`src/rtl/lfsr_pkg.sv`:
```
// Shared constants for the 4-bit Fibonacci LFSR: width, reset state and feedback taps.
package lfsr_pkg;

  localparam int LFSR_WIDTH = 4;

  typedef logic [LFSR_WIDTH-1:0] lfsr_word_t;

  localparam lfsr_word_t LFSR_RESET = 4'hF;

  // Feedback taps for x^4+x^3+1 in right-shift form: f = w[1] ^ w[0]
  localparam int TAP_A = 0;
  localparam int TAP_B = 1;

endpackage

```
`src/rtl/lfsr_4bit_if.sv`:
```
// Load/observe bus of the LFSR: the master drives seed and sel, the LFSR drives w.
interface lfsr_4bit_if;
  import lfsr_pkg::*;

  lfsr_word_t seed;
  logic       sel;
  lfsr_word_t w;

  modport master (output seed, output sel, input w);
  modport slave  (input seed, input sel, output w);

endinterface

```
`src/rtl/lfsr_cell.sv`:
```
// One LFSR bit: selects parallel-load or shift input, registered with synchronous reset.
module lfsr_cell #(
  parameter logic RESET_BIT = 1'b1
) (
  input  logic clk,
  input  logic rst,
  input  logic sel,
  input  logic seed_bit,
  input  logic shift_in,
  output logic q
);

  always_ff @(posedge clk) begin
    if (rst) begin
      q <= RESET_BIT;
    end else begin
      q <= sel ? seed_bit : shift_in;
    end
  end

endmodule

```
`src/rtl/lfsr_4bit.sv`:
```
// Maximal-length 4-bit Fibonacci LFSR (period 15) with synchronous seed load.
module lfsr_4bit
  import lfsr_pkg::*;
#(
  parameter int                 WIDTH       = LFSR_WIDTH,
  parameter logic [WIDTH-1:0]   RESET_VALUE = LFSR_RESET
) (
  input  logic       clk,
  input  logic       rst,
  lfsr_4bit_if.slave bus
);

  logic [WIDTH-1:0] state;
  logic [WIDTH-1:0] shift_vec;
  logic             feedback;

  assign feedback  = state[TAP_B] ^ state[TAP_A];
  // Right shift: feedback enters at the MSB, bit 0 falls off the end
  assign shift_vec = {feedback, state[WIDTH-1:1]};

  for (genvar i = 0; i < WIDTH; i++) begin : g_cell
    lfsr_cell #(
      .RESET_BIT (RESET_VALUE[i])
    ) u_cell (
      .clk      (clk),
      .rst      (rst),
      .sel      (bus.sel),
      .seed_bit (bus.seed[i]),
      .shift_in (shift_vec[i]),
      .q        (state[i])
    );
  end

  assign bus.w = state;

endmodule

```
`src/flat_wrapper.sv`:
```
// flat-port wrapper written by rule: the top's interface ports become plain ports
module lfsr_4bit_flat import lfsr_pkg::*;
#(
  parameter int                 WIDTH       = LFSR_WIDTH,
  parameter logic [WIDTH-1:0]   RESET_VALUE = LFSR_RESET
)
  (clk, rst, bus_seed, bus_sel, bus_w);
  lfsr_4bit_if bus_i ();
  input  logic clk;
  input  logic rst;
  input wire logic [$bits(bus_i.seed)-1:0] bus_seed;
  input wire logic [$bits(bus_i.sel)-1:0] bus_sel;
  output wire logic [$bits(bus_i.w)-1:0] bus_w;
  assign bus_i.seed = bus_seed;
  assign bus_i.sel = bus_sel;
  assign bus_w = bus_i.w;
  lfsr_4bit #(.WIDTH(WIDTH), .RESET_VALUE(RESET_VALUE)) u_core (.clk(clk), .rst(rst), .bus(bus_i));
endmodule
```
`config.mk`:
```
export PLATFORM = sky130hd
export DESIGN_NAME = lfsr_4bit_flat
export DESIGN_NICKNAME = d
export VERILOG_FILES = /design/src/rtl/lfsr_pkg.sv /design/src/rtl/lfsr_4bit_if.sv /design/src/rtl/lfsr_cell.sv /design/src/rtl/lfsr_4bit.sv /design/src/flat_wrapper.sv
export SDC_FILE = /design/constraint.sdc
export NUM_CORES = 1
export LEC_CHECK = 0
export ABC_AREA = 1
export CAP_MARGIN = 10
export CORE_AREA = 2 2 39 41
export DETAILED_ROUTE_END_ITERATION = 7
export DIE_AREA = 0 0 41 43
export SLEW_MARGIN = 15
export SYNTH_ARGS = -nofsm -noshare
export SYNTH_HDL_FRONTEND = slang
export SYNTH_HIERARCHICAL = 1
export SYNTH_SLANG_ARGS = --single-unit
```
`constraint.sdc`:
```
create_clock -name clk -period 0.8 [get_ports clk]
set_input_delay 0.08 -clock clk [delete_from_list [all_inputs] [get_ports clk]]
set_output_delay 0.08 -clock clk [all_outputs]
set_load 0.01 [all_outputs]
```
**After elaboration in Yosys (flattened, before gate mapping)**

Cells that the tools add are included.

- Muxes and demuxes: 4
- Bitwise operators: 1

Operators with widths:

| operator | count |
|---|---|
| 1-bit two-way mux | 4 |
| 1-bit bitwise XOR | 1 |

- Word-level logic and storage cells: 9
- Bits of input ports: 7
- Output and inout port bits: 4
- Register bits: 4

**Depth between registers and ports, before layout**

- Depth after elaboration: 2
- Mapped depth: 5
- Depth with buffers taken out: 5

**By module**

The synthesis kept the hierarchy.

By module, submodules not included:

| module | area an instance (um2) | cells each | instances | sequential area each (um2) |
|---|---|---|---|---|
| lfsr_cell | 47.5 | 6 | 4 | 20.0 |
| lfsr_4bit | 18.8 | 5 | 1 | 0.0 |

**Worst setup path after synthesis**

Ideal clock, no wire load.

- Kind: reg-to-reg
- Start point: register u_core.g_cell[1].u_cell.q
- End point: register u_core.g_cell[3].u_cell.q
- Library setup time: 116 ps
- Data required time: 684 ps
- Period minus slack after synthesis: 773 ps
- Arrival time: 657 ps
- Slack: 27 ps
- Buffers on the path: 0
- Stages on the path, launching flop included: 6
- Cells stage by stage: dfxtp_1 inv_1 nand2_1 nand2_1 nand2_2 nand3_2

- Cells in the longest elaborated chain, start to end: 2

RTL lines:

| what | line | RTL |
|---|---|---|
| start, declared | lfsr_cell.sv:10 | `output logic q` |
| start signal, assigned | lfsr_cell.sv:17 | `q <= sel ? seed_bit : shift_in;` |
| 1-bit bitwise XOR | lfsr_4bit.sv:17 | `assign feedback = state[TAP_B] ^ state[TAP_A];` |
| via u_core.feedback | lfsr_4bit.sv:15 | `logic feedback;` |
| 1-bit two-way mux | lfsr_cell.sv:17 |  |
| end signal, assigned | lfsr_cell.sv:17 |  |
| end, declared | lfsr_cell.sv:10 |  |

The timed path passes the listed nets, and every way through them passes these cells.
A chain may end at the register's enable or synchronous reset.

**Final worst setup path**

Same ends and word-level chain as after synthesis.

==> run_results.csv <==
group,metric,value,unit
outcome,status,"complete, no violations",
synthesis,yosys-top-cells-area,"dfxtp_1 38%, nand3_2 19%, inv_1 18%, nand2_1 13%, nand2_2 12%",
routing,wirelength,469,µm
placed_design,gp_congestion,0.6643,
worst_hold_path,hold_path_end,"u_core/g_cell[1].u_cell/q",
global_routing,antenna_found_initial,0,
sta,setup_violations,0,
final_layout,fin_nets,55,
final_layout,syn2layout_area_growth,79.64,%
routing,vias_per_cell,3.629,
power,pwr_density_cell,1625,nW/µm²
final_layout,finalInstanceArea,375.4,µm²
setup_path,crit_arrival,0.90,ns
synthesis,synth_top_area_share,38.32,%
final_layout,layout-drive-gt1-share,56.52,%
floorplan,dieArea,1763,µm²
floorplan,io_pins,11,
cts,clk_pin_slew,0.04,ns
synthesis,syn_inst,29,
power,power.total,0.6101,mW
global_routing,grtUsageTotal,7.430,%
routing,first_pass_iters,3,
synthesis,synthTopCellsByCount,"10 x inv_1, 7 x nand2_1, 4 x dfxtp_1, 4 x nand2_2, 4 x nand3_2",
global_routing,grt_pass1_vias,191,
setup_path,required,0.92,ns
sta,fin_skew,0.0004343,ns
synthesis,ys_seq_area_share,38.32,%
final_layout,largestRegisters,"u_core/g_cell.u_cell/q: 4 flops",
final_layout,fin_cells,62,
cts,cts_buffer_depth,2,
cts,clkSinkCount,4,
sta,finalHoldViolations,0,
cts,htreeDepth,1,
synthesis,synth_area,209.0,µm²
setup_path,worstReg2RegStart,"u_core/g_cell[1].u_cell/q",
job,max-cap-violations,0,
worst_hold_path,hp-class,"in2reg",
cts,tritoncts,"yes",
cts,cts_root_buf,"clkbuf_4",
placed_design,place_inst,58,
setup_path,rr_worst_depth,6,
setup_path,r2r-end,"u_core/g_cell[3].u_cell/q",
floorplan,start_util,15.10,%
placed_design,pre_cts_ws,-0.2392,ns
floorplan,core-area,1384,µm²
floorplan,rows,14,
placed_design,placed_area,351.6,µm²
final_layout,top_register,"u_core/g_cell.u_cell/q",
synthesis,synth_edf_count,0,
synthesis,synth_top_cell_by_area,"dfxtp_1",
cts,insertion_delay,0.23,ns
sta,rsz0062_at_grt,"yes",
placed_design,place_hpwl,346.9,µm
synthesis,yosys_register_bits,4,
sta,slew_viol_final,0,
cts,cts_hold_buf,0,
synthesis,yosysMostFrequentCell,"inv_1",
routing,vias,225,
routing,drt_iter0_drc,2,
sta,setup_tns,0,ns
floorplan,die_x,41,µm
sta,fmax,1277,MHz
power,p_leak,0.2052,nW
sta,min_period_over_period,97.88,%
cts,cts_buffers,3,
sta,holdWs,0.3756,ns
synthesis,ys.flop_type,"dfxtp_1",
routing,drc,0,
setup_path,cp-end-kind,"flip-flop",
synthesis,ys.warnings.count,6,
synthesis,async_flop_share,0,%
sta,fin_crit,0.7830,ns
global_routing,overflow,0,
power,peakVddDrop,0.8164,mV
floorplan,die_y,43,µm
global_routing,grt_max_degree,9,
final_layout,num_antenna_cells,0,
synthesis,avgSynthCellArea,7.205,µm²
routing,ant_nets,0,
final_layout,nFillCells,154,
global_routing,grt_pass1_wl,745,µm
routing,wl_per_cell,7.565,µm
final_layout,utilization,27.12,%
sta,relSlewSlack,82.26,%
setup_path,r2r_slack,0.02,ns
worst_hold_path,whs_path_depth,4,
placed_design,port_buffers,10,
synthesis,synth_cell_type_count,5,
worst_hold_path,hp-start,"bus_sel",
sta,setup_ws,0.01696,ns
sta,worstMarginPinSlew,0.2661,ns
synthesis,syn-num-nets,36,
setup_path,crit_fanout,3,
setup_path,path_class,"reg2reg",
final_layout,largest_reg_flops,4,
setup_path,start_kind,"flip-flop",
-- cell families after synthesis --
family	synth area share, %
flip-flops	38.32
buffers and inverters	17.97
AND/OR/NAND/NOR	43.71
-- worst max path at each step --
stage | startpoint | endpoint | slack (ns) | cells after the start
floorplan | u_core/g_cell[1].u_cell/q | u_core/g_cell[3].u_cell/q | 0.03 | 5
global placement | bus_sel | u_core/g_cell[3].u_cell/q | -0.21 | 4
global route | u_core/g_cell[1].u_cell/q | u_core/g_cell[3].u_cell/q | -0.04 | 6
finish | u_core/g_cell[1].u_cell/q | u_core/g_cell[3].u_cell/q | 0.02 | 6
CTS | u_core/g_cell[1].u_cell/q | u_core/g_cell[3].u_cell/q | 0.005 | 6
detailed placement | bus_sel | u_core/g_cell[3].u_cell/q | -0.24 | 4
-- worst max-delay path, cell delays in order (launching register included) --
cell,delay (ns)
dfxtp_2,0.32
buf_6,0.10
inv_2,0.03
nand2_2,0.05
nand2_2,0.05
nand2_2,0.05
nand3_2,0.06
-- routing by layer --
| metal | GRT usage (%) | share of wire (%) | up-vias |
|---|---|---|---|
| met5 | 0 | 0 | - |
| met4 | 6.000 | 1.3 | 0 |
| met3 | 7.853 | 10 | 2 |
| met2 | 8.750 | 48 | 9 |
| met1 | 7.074 | 39 | 98 |
| li1 | - | - | 116 |
-- cells in the final DEF (no fill, tap or decap), drive strengths merged --
cell	n
buf	8
clkbuf	3
clkdlybuf4s50	5
dfxtp	4
dlygate4sd2	1
inv	10
nand2	11
nand3	4
-- layout make-up --
type                    count  area, µm²  share of cell area [%]
clock buffers               3      22.52                   6.000
inverters                  10      37.54                   10.00
multi-input cells          15      98.84                   26.33
flip-flops and latches      4      83.83                   22.33
well taps                  16      20.02                   5.333
repair buffers             14      112.6                   30.00
-- timing repair --
action	in CTS	in global routing
pin swaps	2	2
gates resized for setup	21	4
setup endpoints to repair	5	1
buffers inserted	0	1
-- power breakdown --
part	leakage [nW]	internal (mW)	total, mW	switching [mW]
Sequential	0.0327	0.218	0.226	0.00803
Combinational	0.159	0.0753	0.138	0.0625
Clock	0.0138	0.168	0.246	0.0786
Total	0.205	0.461	0.610	0.149
No activity file was read; power rests on OpenSTA's default activity.
